===== config.mk =====
export PLATFORM = sky130hd
export DESIGN_NAME = operand_entry
export DESIGN_NICKNAME = d
export VERILOG_FILES = /design/src/rtl/calc_pkg.sv /design/src/rtl/key_debounce.sv /design/src/rtl/operand_entry.sv
export SDC_FILE = /design/constraint.sdc
export NUM_CORES = 1
export LEC_CHECK = 0
export ABC_AREA = 1
export CORE_ASPECT_RATIO = 0.8
export CORE_UTILIZATION = 30
export CTS_CLUSTER_SIZE = 30
export DETAILED_ROUTE_END_ITERATION = 8
export PLACE_DENSITY_LB_ADDON = 0.3
export SYNTH_ARGS = -nofsm -noshare
export SYNTH_HDL_FRONTEND = slang
export SYNTH_SLANG_ARGS = --single-unit

===== constraint.sdc =====
create_clock -name clk -period 9.95 [get_ports clk]
set_input_delay 0.995 -clock clk [delete_from_list [all_inputs] [get_ports clk]]
set_output_delay 0.995 -clock clk [all_outputs]
set_load 0.01 [all_outputs]

===== src/rtl/calc_pkg.sv =====
// calc_pkg
//   Constants and helpers shared by the calculator front end.
//   SEL_*   : encodings of the 2-bit operand target select.
//   NIBBLES : number of buttons, one per hex nibble of the target word.
//   NIB_W   : width of one nibble.
//   nibStep : one-nibble increment/decrement with wrap-around.
package calc_pkg;

  localparam logic [1:0] SEL_NUM1_LO = 2'b00;
  localparam logic [1:0] SEL_NUM2    = 2'b01;
  localparam logic [1:0] SEL_NUM1_HI = 2'b10;
  localparam logic [1:0] SEL_NONE    = 2'b11;

  localparam int NIBBLES = 8;
  localparam int NIB_W   = 4;

  // Operand edit target decoded from the select lines
  typedef enum logic [1:0] {
    TGT_NUM1_LO = 2'b00,
    TGT_NUM2    = 2'b01,
    TGT_NUM1_HI = 2'b10,
    TGT_NONE    = 2'b11
  } target_e;

  // Steps a nibble by one. The result is only NIB_W bits wide, so 0xF+1
  // and 0x0-1 wrap inside the nibble and never reach a neighbour.
  function automatic logic [NIB_W-1:0] nibStep(input logic [NIB_W-1:0] nib,
                                               input logic             down);
    logic [NIB_W-1:0] res;
    if (down) begin
      res = nib - NIB_W'(1);
    end else begin
      res = nib + NIB_W'(1);
    end
    return res;
  endfunction

endpackage


===== src/rtl/key_debounce.sv =====
// key_debounce
//   Turns one raw, asynchronous push-button into a single-cycle press pulse.
//   The button passes through a 2-FF synchronizer, then a stability counter
//   decides when the accepted level may follow the synchronized level. A
//   rising edge of the accepted level gives a one-cycle press.
//
// Ports
//   clk     in  system clock
//   rst     in  asynchronous active-high reset
//   key_in  in  raw button level
//   press   out one-cycle pulse in the cycle after the accepted level rises
module key_debounce #(
  parameter int DEBOUNCE_CYCLES = 500000
) (
  input  logic clk,
  input  logic rst,
  input  logic key_in,
  output logic press
);

  // With DEBOUNCE_CYCLES == 1 the counter never advances, but it still needs
  // at least one bit to exist.
  localparam int CNT_W = (DEBOUNCE_CYCLES > 1) ? $clog2(DEBOUNCE_CYCLES) : 1;
  localparam logic [CNT_W-1:0] CNT_LAST = CNT_W'(DEBOUNCE_CYCLES - 1);

  logic             keyMeta_q;
  logic             keySync_q;
  logic [CNT_W-1:0] stableCnt_q;
  logic [CNT_W-1:0] stableCnt_d;
  logic             dbLevel_q;
  logic             dbLevel_d;
  logic             dbPrev_q;

  // Two-flop synchronizer for the asynchronous button level
  always_ff @(posedge clk or posedge rst) begin
    if (rst) begin
      keyMeta_q <= 1'b0;
      keySync_q <= 1'b0;
    end else begin
      keyMeta_q <= key_in;
      keySync_q <= keyMeta_q;
    end
  end

  // The counter runs only while the synchronized level disagrees with the
  // accepted level. Once it has seen DEBOUNCE_CYCLES disagreeing cycles in a
  // row the new level is accepted; any agreement in between clears it, so
  // short glitches are dropped.
  always_comb begin
    stableCnt_d = stableCnt_q;
    dbLevel_d   = dbLevel_q;
    if (keySync_q == dbLevel_q) begin
      stableCnt_d = '0;
    end else if (stableCnt_q == CNT_LAST) begin
      dbLevel_d   = keySync_q;
      stableCnt_d = '0;
    end else begin
      stableCnt_d = stableCnt_q + CNT_W'(1);
    end
  end

  // Accepted level, its counter, and the delayed copy used for edge detect
  always_ff @(posedge clk or posedge rst) begin
    if (rst) begin
      stableCnt_q <= '0;
      dbLevel_q   <= 1'b0;
      dbPrev_q    <= 1'b0;
    end else begin
      stableCnt_q <= stableCnt_d;
      dbLevel_q   <= dbLevel_d;
      dbPrev_q    <= dbLevel_q;
    end
  end

  // Only the 0->1 transition is a press; releases are silent
  assign press = dbLevel_q & ~dbPrev_q;

endmodule


===== src/rtl/operand_entry.sv =====
// operand_entry
//   Operand entry stage of the calculator. Eight debounced buttons each step
//   one hex nibble of the operand chosen by sel, up or down depending on the
//   direction switch. The operand registers feed the arithmetic and display
//   units directly.
//
// Ports
//   clk     in  system clock
//   rst     in  asynchronous active-high reset
//   inc_in  in  raw buttons, bit i edits nibble i of the target word
//   dec     in  direction switch, 1 = decrement, 0 = increment
//   sel     in  target: 00 num1[31:0], 10 num1[63:32], 01 num2, 11 none
//   num1    out 64-bit operand 1
//   num2    out 32-bit operand 2
//   upd     out one-cycle pulse in the cycle after an operand nibble changed
module operand_entry
  import calc_pkg::*;
#(
  parameter int DEBOUNCE_CYCLES = 500000
) (
  input  logic        clk,
  input  logic        rst,
  input  logic [7:0]  inc_in,
  input  logic        dec,
  input  logic [1:0]  sel,
  output logic [63:0] num1,
  output logic [31:0] num2,
  output logic        upd
);

  logic [NIBBLES-1:0] press;
  logic               decMeta_q;
  logic               decSync_q;
  logic [63:0]        num1_q;
  logic [63:0]        num1_d;
  logic [31:0]        num2_q;
  logic [31:0]        num2_d;
  logic               upd_q;
  logic               upd_d;
  target_e            target;

  // One debouncer per button
  for (genvar g = 0; g < NIBBLES; g++) begin : gKey
    key_debounce #(
      .DEBOUNCE_CYCLES(DEBOUNCE_CYCLES)
    ) uKey (
      .clk    (clk),
      .rst    (rst),
      .key_in (inc_in[g]),
      .press  (press[g])
    );
  end

  // The direction switch is a slide switch, so it is only synchronized;
  // it is read solely in a press cycle, long after it has settled.
  always_ff @(posedge clk or posedge rst) begin
    if (rst) begin
      decMeta_q <= 1'b0;
      decSync_q <= 1'b0;
    end else begin
      decMeta_q <= dec;
      decSync_q <= decMeta_q;
    end
  end

  assign target = target_e'(sel);

  // Every pressed button edits its own nibble of the selected word, so
  // simultaneous presses all land in the same cycle and share one upd.
  always_comb begin
    num1_d = num1_q;
    num2_d = num2_q;
    upd_d  = 1'b0;
    for (int i = 0; i < NIBBLES; i++) begin
      if (press[i]) begin
        unique case (target)
          TGT_NUM1_LO: begin
            num1_d[NIB_W*i +: NIB_W] = nibStep(num1_q[NIB_W*i +: NIB_W], decSync_q);
            upd_d = 1'b1;
          end
          TGT_NUM1_HI: begin
            num1_d[32 + NIB_W*i +: NIB_W] = nibStep(num1_q[32 + NIB_W*i +: NIB_W], decSync_q);
            upd_d = 1'b1;
          end
          TGT_NUM2: begin
            num2_d[NIB_W*i +: NIB_W] = nibStep(num2_q[NIB_W*i +: NIB_W], decSync_q);
            upd_d = 1'b1;
          end
          TGT_NONE: begin
            upd_d = 1'b0;
          end
          default: begin
            upd_d = 1'b0;
          end
        endcase
      end
    end
  end

  // Operand registers and the update strobe
  always_ff @(posedge clk or posedge rst) begin
    if (rst) begin
      num1_q <= '0;
      num2_q <= '0;
      upd_q  <= 1'b0;
    end else begin
      num1_q <= num1_d;
      num2_q <= num2_d;
      upd_q  <= upd_d;
    end
  end

  assign num1 = num1_q;
  assign num2 = num2_q;
  assign upd  = upd_q;

endmodule


# Word level (Yosys, flattened, before mapping)
# Index checks and enable logic that the tools add are counted.
# W data, S select, Z words.
[totals]
ff_bits = 283
latchBits = 0
mem_bits_rw = 0
mem_bits_ro = 0
inputBits = 13
output_inout_bits = 97
elab_cells = 249
memories = 0
[classes]
addsub = 56
mul = 0
n_div = 0
magnitude_cmp = 0
eq_ne = 19
shift = 0
n_mux = 49
bitwise = 24
reduce_logical = 34
[ops]
columns = ["operator", "n"]
rows = [
  ["$mux W19", 16],
  ["$add A19 B1 Y19 const B", 8],
  ["$eq A19 B19 Y1 const B", 8],
  ["$add A4 B1 Y4 const B", 24],
  ["$mux W4", 24],
  ["$sub A4 B1 Y4 const B", 24],
  ["$reduce_and A2 Y1", 32],
  ["$not A1 Y1", 16],
  ["$and A1 B1 Y1", 8],
  ["$eq A1 B1 Y1", 8],
  ["$mux W1", 8],
  ["$eq A2 B2 Y1 const B", 2],
  ["$reduce_or A3 Y1", 1],
  ["$eq A2 B1 Y1 const B", 1],
  ["$logic_not A2 Y1", 1],
  ["$pmux W1 S2", 1],
]

# Depth between registers and ports, before layout
# Gate-level depths: netlist of the first run.
[logic_depth]
depth_word = 11
mapped_depth = 9
mapped_depth_nobuf = 9

# Hierarchy
# From an unflattened synthesis of the first run, not the netlist that was laid out.
[unflattened]
hier_cells = 2044
area_unflattened_um2 = 16599.7
[modules_own_cells]
columns = ["mod", "instances", "cells_each", "area_per_inst_um2", "seq_area_each_um2"]
rows = [
  ["key_debounce", 8, 153, 1265.0, 575.6],
  ["operand_entry", 1, 820, 6480.0, 2477.4],
]

# Least setup slack after synthesis of the first run
# Ideal clock, no wire load.
[synth_timing]
path_kind = "register -> register"
startpoint = "register decSync_q"
endpoint = "register num1_q[22], in the netlist num1[22]"
arrival_time_ns = 2.839
path_slack_ns = 7.028
path_stages_with_launch = 7
synth_period_minus_slack_ns = 2.922
path_cell_list = "dfrtp_1 buf_4 buf_6 inv_1 fa_1 xor2_1 o21ai_0"
[synth_between]
elab_chain_cells = 1
[synth_rtl]
columns = ["item", "line", "rtl"]
rows = [
  ["start, declared", "operand_entry.sv:33", "logic decSync_q;"],
  ["start signal, assigned", "operand_entry.sv:62", "decSync_q <= decMeta_q;"],
  ["$mux W4", "calc_pkg.sv:30", "if (down) begin"],
  ["end signal, assigned", "operand_entry.sv:107", "num1_q <= num1_d;"],
  ["end, declared", "operand_entry.sv:34", "logic [63:0] num1_q;"],
]
# Every way passes these cells.
# A chain may end at the register's enable or synchronous reset.

==> key figures, run 1 <==
Clock tree
  – Clk sinks: 283
  – CTS tree: done
  – Post-CTS setup buffers: 0
  – Clk Latency, worst-skew pair: 0.57 ns
  – Post-CTS Resized: 0
  – Clock-pin slew on the worst setup and hold paths: 0.06 ns
  – Hold_buf cts: 0
  – CTS root buf: clkbuf_16
  – H-tree levels: 1
  – Clock Path Buffers: 3
  – Number of buffers created by CTS: 31

STA
  – Worst slew margin: 26.4%
  – Final Max Slew Viols: 0
  – Clk_skew: 0.0160 ns
  – Hold Vio Cnt, Final: 0
  – Crit path setup slack, layout: 6.87 ns
  – Setup TNS Final: 0 ns
  – Worst slew pin tran: 1.10 ns
  – Final-report setup violation count: 0
  – Fin crit share: 31.0%
  – Fmax: 0.325 GHz
  – RSZ-0062 raised after global routing: no
  – Clock period minus final worst setup slack: 3.08 ns

Outcome
  – Status: completed

Global route
  – Global-route wire length before repair: 63.2 mm
  – GRT Util Overall: 14.2%
  – Vias in the first global route: 12400
  – Largest net degree at the start of global routing: 113
  – Met3 usage: 2.19%
  – Antenna violations before repair: 1
  – Global route overflow: 0
  – GRT busiest layer: met1
  – Met2 Use GR: 21.4%
  – Grt met1 use: 21.5%

Synth
  – Main flop type after synthesis: dfrtp_1
  – Seq/Total Area, Yosys: 44.5%
  – Synth Register Bits: 283
  – Mean Syn Cell Area: 7.85 um2
  – Unique masters post-synth: 33
  – Synth warnings: 0
  – Mapped Area: 15900 um2
  – Yosys top cell area share: 44.5%
  – Post-synth top area cell: dfrtp_1
  – Synth top area cells: dfrtp_1 44%, nand2_1 12%, nor2_1 9.5%
  – Post-Synthesis Cells: 2030
  – Syn nets: 2123
  – Asr flop ratio synth: 100%
  – Post-synth EDFFs: 0

Critical path
  – Reg-to-reg endpoint: num1[7]
  – Critical path fanouts, max: 112
  – Crit-path cells: clkdlybuf4s50_1, inv_8, buf_4, buf_4
  – Worst stage delay on the critical path: 0.79 ns
  – Critical Path RT: 10.58 ns
  – WP depth: 4
  – Worst reg2reg setup slack: 7.46 ns
  – Worst setup path class: in2async
  – CP max-delay cell: buf_4
  – CP endpoint kind: asynchronous set/reset pin
  – R2R cell count: 10
  – Critical Path AT: 3.71 ns
  – R2R Path Start: decSync_q
  – Top delay family on crit path: buffers and inverters
  – Setup crit start: rst
  – CP most frequent cell: buf_4
  – Bufs and invs on worst path: 4
  – Startpoint types: input port

Job
  – Max-cap violations: 0

Placement
  – Detailed placer's ending HPWL: 27.4 mm
  – DP Cell Count: 2828
  – Port bufs: 109
  – Pre-CTS WS: 6.08 ns
  – Routability cong.: 0.856

Min path
  – WHS Path Cells: 0
  – Hold_sp: gKey[1].uKey.keyMeta_q
  – Worst hold endpoint: gKey[1].uKey.keySync_q
  – Worst Hold Class: reg2reg

Pwr
  – Pleak: 0.00852 uW
  – Peak VDD IR: 0.000102 V
  – Cell area power density: 136 nW/um2

Route
  – Total Routed Length: 37.6 mm
  – DRC marker count from the first detailed-route iteration: 965
  – Wirelength per Cell: 13.0 um
  – 1st-pass router iterations: 6
  – DRT antenna net count: 0
  – Vias: 12800
  – Avg Vias per Cell: 4.43
  – # DRC: 0

Layout
  – Antenna Cells: 0
  – Most frequent cells in the layout: 516 x nand2_1, 403 x nor2_1, 282 x dfrtp_1
  – Final nets: 2261
  – Most common cell after layout, fill and taps aside: nand2_1
  – Finished Layout Cells: 2884
  – Area Growth Syn to Fin: 18.7%
  – Share of cells above drive strength 1: 4.52%

Floorplanning
  – IO Pins: 110
  – Die ar.: 54000 um2
  – Starting Density: 30.4%
  – Row count: 75
  – Die W: 260 um
  – Die outline height: 208 um
  – Core region area: 52500 um2
[area by class of cell]
| cell class | count | area (um2) |
|---|---|---|
| fillers | 5313 | 33500 |
| multi-input cells | 1462 | 7760 |
| flip-flops and latches | 283 | 7090 |
| repair buffers | 113 | 1120 |
| inverters | 277 | 1050 |
| clock buffers | 43 | 901 |
| well taps | 693 | 867 |
| clock inverters | 13 | 131 |
[worst register-to-register path, stage by stage (launching register included)]
cell and delay (ns):
dfrtp_4 0.59, buf_4 0.69, ha_1 0.48, nand2_1 0.07, inv_1 0.03, o21ai_0 0.21
nand2_1 0.10, nand2_1 0.08, nand2_1 0.05, nand2_1 0.05, nand2_1 0.05
[sequential cells by signal, summed over array words and instances (netlist names)]
name and flops:
gKey.uKey.keySync_q 8, gKey.uKey.stableCnt_q 152, gKey.uKey.dbPrev_q 8, gKey.uKey.dbLevel_q 8, num2 32, decSync_q 1
gKey.uKey.keyMeta_q 8, upd 1, decMeta_q 1, num1 64
[per-stage QoR]
step           area (um2)  total power [uW]  hold WS [ns]  util, %
2_1_floorplan       15900              1360         0.331        -
3_3_place_gp        17900              1430         0.335     34.1
3_5_place_dp        17900              1440         0.335     34.1
4_1_cts             18900              2620         0.349     36.0
5_1_grt             18900              2700         0.341     36.0
6_report            18900              2570         0.350     36.0
[Yosys cell counts (4+ instances only)]
master	n
xnor2_1	41
ha_1	56
a21oi_1	7
nand3b_1	24
fa_1	24
nor3b_1	6
nor2_1	403
inv_1	270
nand3_1	91
nand2_1	516
nor2_2	17
nor2_4	4
nand4_1	24
clkbuf_1	5
inv_2	7
dfrtp_1	283
nand2_2	4
nor3_1	30
o21ai_0	81
xor2_1	114
[cells by family after synthesis]
logic type	synth area share, %
AOI/OAI and AO/OA	3.21
xor gates and xnor gates	8.73
adders and majority gates	7.42
buffers and inverters	6.83
DFF	44.5
and+or+nand+nor	29.4
[worst max path at each step]
stage,slack [ns],end
final,6.87,num1[4]
after detailed placement,6.08,num1[25]
after global routing,6.42,num1[53]
after floorplan,1.15,decMeta_q
after CTS,6.71,num1[20]
after global placement,6.10,num1[0]
[layer usage]
layer	routed length, um	part of all wire [%]	vias to the layer above
li1	-	-	6527
met5	0	0	-
met3	1730	4.6	43
met2	15900	42	254
met1	19400	52	5961
met4	571	1.5	0
[power breakdown]
group	switching, uW	total, uW	internal, uW
Clock	476	1160	682
Sequential	31.0	1210	1180
Combinational	120	205	84.7
No activity file was read; power rests on OpenSTA's default activity.
==> run 2, diff against run 1 <==
==> constraint.sdc (replaced) <==
create_clock -name clk -period 2.7 [get_ports clk]
set_input_delay 0.27 -clock clk [delete_from_list [all_inputs] [get_ports clk]]
set_output_delay 0.27 -clock clk [all_outputs]
set_load 0.01 [all_outputs]
==> run 2 against run 1 <==
  * Register-to-register slack got worse by 6.8 ns
  * Power rose to 3.8 times the previous value
  * Setup slack got worse by 6.2 ns
==> key figures, run 2 (same netlist as run 1, synthesis figures left out) <==
Clock tree
  – CTS root buf: clkbuf_16
  – Clock Path Buffers: 3 (unchanged)
  – Post-CTS setup buffers: 0 (unchanged)
  – CTS tree: done
  – Post-CTS Resized: 0 (unchanged)
  – Clk sinks: 283 (unchanged)
  – Clk Latency, worst-skew pair: 0.54 ns (-0.03 ns)
  – H-tree levels: 2 (+1)
  – Hold_buf cts: 0 (unchanged)
  – Number of buffers created by CTS: 34 (+9.7%)
  – Clock-pin slew on the worst setup and hold paths: 0.06 ns (about the same)

Global route
  – Antenna violations before repair: 0 (-1)
  – Global route overflow: 0 (unchanged)
  – Vias in the first global route: 12300 (-0.59%)
  – GRT Util Overall: 14.8% (+0.62 points)
  – Global-route wire length before repair: 64.6 mm (+2.3%)
  – Largest net degree at the start of global routing: 66 (-42%)

Placement
  – Port bufs: 109 (unchanged)
  – DP Cell Count: 2838 (+0.35%)
  – Cell Area, Placed: 18000 um2 (+0.89%)
  – Routability cong.: 0.891 (+4.0%)
  – Detailed placer's ending HPWL: 28.5 mm (+3.9%)

Route
  – Avg Vias per Cell: 4.43 (-0.12%)
  – 1st-pass router iterations: 7 (+1)
  – Wirelength per Cell: 13.4 um (+2.8%)
  – DRT antenna net count: 0 (unchanged)
  – DRC marker count from the first detailed-route iteration: 834 (-14%)
  – # DRC: 0 (unchanged)
  – Vias: 12800 (+0.20%)
  – Total Routed Length: 38.8 mm (+3.1%)

STA
  – Setup TNS Final: 0 ns (unchanged)
  – Final-report setup violation count: 0 (unchanged)
  – Worst slew margin: 59.7% (+33 points)
  – Worst slew pin tran: 0.604 ns (-0.492 ns)
  – Hold slack: 0.104 ns (-0.247 ns)
  – Hold Vio Cnt, Final: 0 (unchanged)
  – Clk_skew: 0.0239 ns (+0.00784 ns)
  – Fin crit share: 76.7%
  – RSZ-0062 raised after global routing: no
  – Clock period minus final worst setup slack: 2.07 ns
  – Fmax: 0.483 GHz
  – Final Max Slew Viols: 0 (unchanged)

Critical path
  – CP max-delay cell: dfrtp_4
  – Critical Path AT: 2.50 ns (-1.21 ns)
  – R2R Path Start: decSync_q
  – Critical path fanouts, max: 54 (-52%)
  – Setup crit start: decSync_q
  – Worst setup path class: reg2reg
  – R2R cell count: 10 (unchanged)
  – Critical Path RT: 3.13 ns (-7.45 ns)
  – CP most frequent cell: nand2_1
  – CP endpoint kind: register
  – Worst stage delay on the critical path: 0.62 ns (-0.17 ns)
  – Startpoint types: register
  – Crit-path cells: buf_12, ha_1, nand2_1, inv_1, o21ai_0, nand2_1, nand2_1, nand2_1, nand2_1, nand2_1

Floorplanning
  – IO Pins: 110 (unchanged)
  – Starting Density: 30.4% (unchanged)
  – Die ar.: 54000 um2 (unchanged)
  – Die outline height: 208 um (unchanged)
  – Die W: 260 um (unchanged)
  – Core region area: 52500 um2 (unchanged)
  – Row count: 75 (unchanged)

Layout
  – Final nets: 2274 (+0.57%)
  – Multi-input logic area: 7760 um2 (unchanged)
  – Register Area: 7090 um2 (unchanged)
  – Post-route cell area: 19100 um2 (+1.1%)
  – Share of cells above drive strength 1: 4.95% (+0.44 points)
  – Antenna Cells: 0 (unchanged)
  – Most common cell after layout, fill and taps aside: nand2_1
  – Largest register by flop count: gKey.uKey.stableCnt_q
  – Most frequent cells in the layout: 516 x nand2_1, 403 x nor2_1, 282 x dfrtp_1
  – Finished Layout Cells: 2893 (+0.31%)
  – Area Growth Syn to Fin: 20.0%
  – Max reg flops: 152 (unchanged)
  – Fill cell count: 5300 (-0.24%)

Pwr
  – Peak VDD IR: 0.000345 V (+240%)
  – Cell area power density: 512 nW/um2 (+280%)
  – Pleak: 0.00863 uW (+1.3%)

Min path
  – Worst Hold Class: in2async

Job
  – Max-cap violations: 0 (unchanged)

Outcome
  – Status: completed
[run 2: cell types whose count changed in the layout (fill, tap and decap cells not counted), moves of 2 or more]
cell       before  now
buf_12          0    7
buf_4           4    7
clkinv_4        2    0
clkbuf_16      31   35
[run 2: cell type report]
| cell class | count | area share [%] |
|---|---|---|
| clock inverters | 8 | 0.360 |
| flip-flops and latches | 283 | 37.1 |
| repair buffers | 123 | 6.72 |
| inverters | 277 | 5.46 |
| clock buffers | 47 | 5.29 |
| well taps | 693 | 4.54 |
| multi-input cells | 1462 | 40.6 |
[run 2: worst paths after layout]
check | slack, ns | to
worst min-delay path | 0.10 | gKey[7].uKey.stableCnt_q[14]
max in group asynchronous | 1.87 | gKey[1].uKey.keyMeta_q
worst min register to register | 0.34 | decSync_q
worst max-delay path | 0.63 | num2[19]
min in group clk | 0.17 | gKey[7].uKey.keyMeta_q
worst max register to register | 0.63 | num2[19]
[run 2: where the power goes]
group / internal (uW) / switching [uW]
combinational: 336 / 449
sequential: 4340 / 116
clock: 2690 / 1850
[run 2: per-stage QoR]
stage	power, uW	setup WS, ns	utilization (%)
detailed placement	5340	0.635	34.4
global placement	5310	0.694	34.4
CTS	10000	0.615	36.4
finish	9780	0.629	36.4
global route	10300	0.417	36.4
floorplan	4990	-1.32	-
[run 2: routing by layer]
metal	track usage [%]	part of all wire, %	up-vias
li1	-	-	6569
met2	21.6	42	221
met5	0	0	-
met1	21.6	50	5970
met4	4.40	2.2	0
met3	3.67	6.4	50
[run 2: critical path: cells and delay by family (launching register included)]
kind	cells	cell delay [ns]
simple gates	6	0.37
fa+ha+maj	1	0.30
buf+inv	2	0.38
compound gates	1	0.24
flops	1	0.62
==> run 3, diff against run 2 <==
==> constraint.sdc (replaced) <==
create_clock -name clk -period 1.7 [get_ports clk]
set_input_delay 0.17 -clock clk [delete_from_list [all_inputs] [get_ports clk]]
set_output_delay 0.17 -clock clk [all_outputs]
set_load 0.01 [all_outputs]
==> run 3 against run 2 <==
  * Die area unchanged
  * Flip-flop and latch count did not move
  * Combinational power grew 99%
  * Sequential share of layout area shrank 2.5 points
  * Count of clock-buffer cells in the layout is 5 higher
  * Non-clock buffer count is 81 higher
  * Clock power up 52%
  * Critical path depth increased by 1
  * Largest cell class unchanged
  * Routed wire length rose by 3.8%
  * Final cell count grew 2.8%
  * Critical endpoint is now num1[39]
==> key figures, run 3 (same netlist as run 1, synthesis figures left out) <==
Outcome
  – Status: completed

Clock tree
  – Clk Latency, worst-skew pair: 0.52 ns (-0.02 ns)
  – Clock Path Buffers: 3 (unchanged)
  – Clock-pin slew on the worst setup and hold paths: 0.06 ns (about the same)
  – Number of buffers created by CTS: 34 (unchanged)
  – CTS root buf: clkbuf_16
  – H-tree levels: 2 (unchanged)
  – Clk sinks: 283 (unchanged)
  – CTS tree: done

Layout
  – Max reg flops: 152 (unchanged)
  – Finished Layout Cells: 2975 (+2.8%)
  – Largest register by flop count: gKey.uKey.stableCnt_q
  – Most common cell after layout, fill and taps aside: nand2_1
  – Post-route cell area: 20600 um2 (+7.7%)
  – Register Area: 7120 um2 (+0.51%)
  – Multi-input logic area: 8450 um2 (+8.9%)
  – Final nets: 2355 (+3.6%)
  – Most frequent cells in the layout: 506 x nand2_1, 393 x nor2_1, 256 x inv_1
  – Share of cells above drive strength 1: 13.9% (+8.9 points)
  – Area Growth Syn to Fin: 29.2%
  – Fill cell count: 5229 (-1.3%)

Placement
  – Cell Area, Placed: 18400 um2 (+2.2%)
  – Port bufs: 109 (unchanged)
  – DP Cell Count: 2887 (+1.7%)
  – Detailed placer's ending HPWL: 28.6 mm (+0.20%)
  – Routability cong.: 0.886 (-0.46%)

Critical path
  – Worst setup path class: reg2reg
  – Critical path fanouts, max: 8 (-85%)
  – Critical Path RT: 2.10 ns (-1.03 ns)
  – Critical Path AT: 2.08 ns (-0.42 ns)
  – R2R Path Start: decSync_q
  – CP max-delay cell: dfrtp_4
  – Crit-path cells: buf_12, buf_12, ha_1, nand2_1, inv_1, o21ai_2, nand2_1, nand2_1, nand2_1, nand2_1, nand2_1
  – CP endpoint kind: register
  – Setup crit start: decSync_q
  – CP most frequent cell: nand2_1
  – Worst stage delay on the critical path: 0.50 ns (-0.12 ns)
  – Startpoint types: register

Global route
  – GRT Util Overall: 14.8% (-0.076 points)
  – Largest net degree at the start of global routing: 77 (+17%)
  – Vias in the first global route: 12700 (+3.2%)
  – Global route overflow: 0 (unchanged)
  – Global-route wire length before repair: 65.1 mm (+0.64%)
  – Antenna violations before repair: 1 (+1)

Floorplanning
  – Row count: 75 (unchanged)
  – Core region area: 52500 um2 (unchanged)
  – IO Pins: 110 (unchanged)
  – Die ar.: 54000 um2 (unchanged)
  – Die W: 260 um (unchanged)
  – Starting Density: 30.4% (unchanged)
  – Die outline height: 208 um (unchanged)

STA
  – Clock period minus final worst setup slack: 1.68 ns (-0.395 ns)
  – Fin crit share: 98.6% (+22 points)
  – Fmax: 0.597 GHz (+24%)
  – Clk_skew: 0.0136 ns (-0.0102 ns)
  – Final-report setup violation count: 0 (unchanged)
  – Worst slew margin: 70.6% (+11 points)
  – Hold Vio Cnt, Final: 0 (unchanged)
  – Worst slew pin tran: 0.441 ns (-0.163 ns)
  – Final Max Slew Viols: 0 (unchanged)
  – RSZ-0062 raised after global routing: yes

Route
  – Highest routed layer: met4
  – DRT antenna net count: 0 (unchanged)
  – Vias: 13300 (+3.5%)
  – 1st-pass router iterations: 5 (-2)
  – DRC marker count from the first detailed-route iteration: 927 (+11%)
  – Wirelength per Cell: 13.5 um (+0.95%)
  – M1 wire length: 20.1 mm (+4.2%)
  – Metal3 WL: 1.99 mm (-19%)
  – Avg Vias per Cell: 4.45 (+0.60%)
  – Total Routed Length: 40.3 mm (+3.8%)
  – # DRC: 0 (unchanged)
  – DR WL met2: 17.5 mm (+8.7%)

Min path
  – Worst Hold Class: in2async

Job
  – Max-cap violations: 0 (unchanged)

Pwr
  – Pleak: 0.00951 uW (+10%)
  – Peak VDD IR: 0.000489 V (+42%)
  – Cell area power density: 757 nW/um2 (+48%)
-- run 3: layout make-up --
type / count / area share (%)
clock inverters: 3 / 0.0729
flip-flops and latches: 283 / 34.6
well taps: 693 / 4.21
repair buffers: 204 / 9.98
multi-input cells: 1462 / 41.0
inverters: 277 / 5.08
clock buffers: 52 / 5.01
diodes: 1 / 0.0122
-- run 3: layer usage --
| metal | vias up | track usage (%) |
|---|---|---|
| met1 | 6235 | 22.3 |
| met2 | 252 | 21.9 |
| li1 | 6721 | - |
| met5 | - | 0 |
| met3 | 44 | 2.47 |
| met4 | 0 | 3.29 |
-- run 3: final timing paths --
check	slack (ns)	endpoint	cells past startpoint
max in group asynchronous	1.04	num1[48]	4
worst min-delay path	0.10	gKey[0].uKey.stableCnt_q[13]	3
worst min register to register	0.35	gKey[1].uKey.keySync_q	0
worst max register to register	0.02	num1[39]	11
worst max-delay path	0.02	num1[39]	11
min in group clk	0.11	gKey[0].uKey.keyMeta_q	1
-- run 3: stage by stage --
step	hold slack, ns	power (uW)	setup WS (ns)	setup TNS [ns]	util (%)
2_1_floorplan	0.201	7930	-2.22	-694.82	-
3_3_place_gp	0.335	8480	-0.0624	-0.425	35.1
3_5_place_dp	0.336	8520	-0.0923	-1.26	35.1
4_1_cts	0.0852	15700	-0.0437	-0.0437	37.4
5_1_grt	0.0957	16400	-0.0722	-1.40	39.2
6_report	0.105	15600	0.0240	0	39.2
-- run 3: critical path, delay by kind of cell (launching register included) --
family / cells / cell delay, ns
compound gates: 1 / 0.12
fa+ha+maj: 1 / 0.27
buf+inv: 3 / 0.35
flops: 1 / 0.50
simple gates: 6 / 0.32
-- run 3: repair_timing --
action                     in CTS  in global routing
setup endpoints to repair      68                121
pin swaps                       0                 73
hold buffers                    0                  0
cloned                          0                  4
buffers inserted               12                 16
resized for setup              73                167
-- run 3: power breakdown --
part | switching, uW | internal, uW
clock network | 2770 | 4150
registers | 187 | 6900
logic | 841 | 723
total | 3800 | 11800
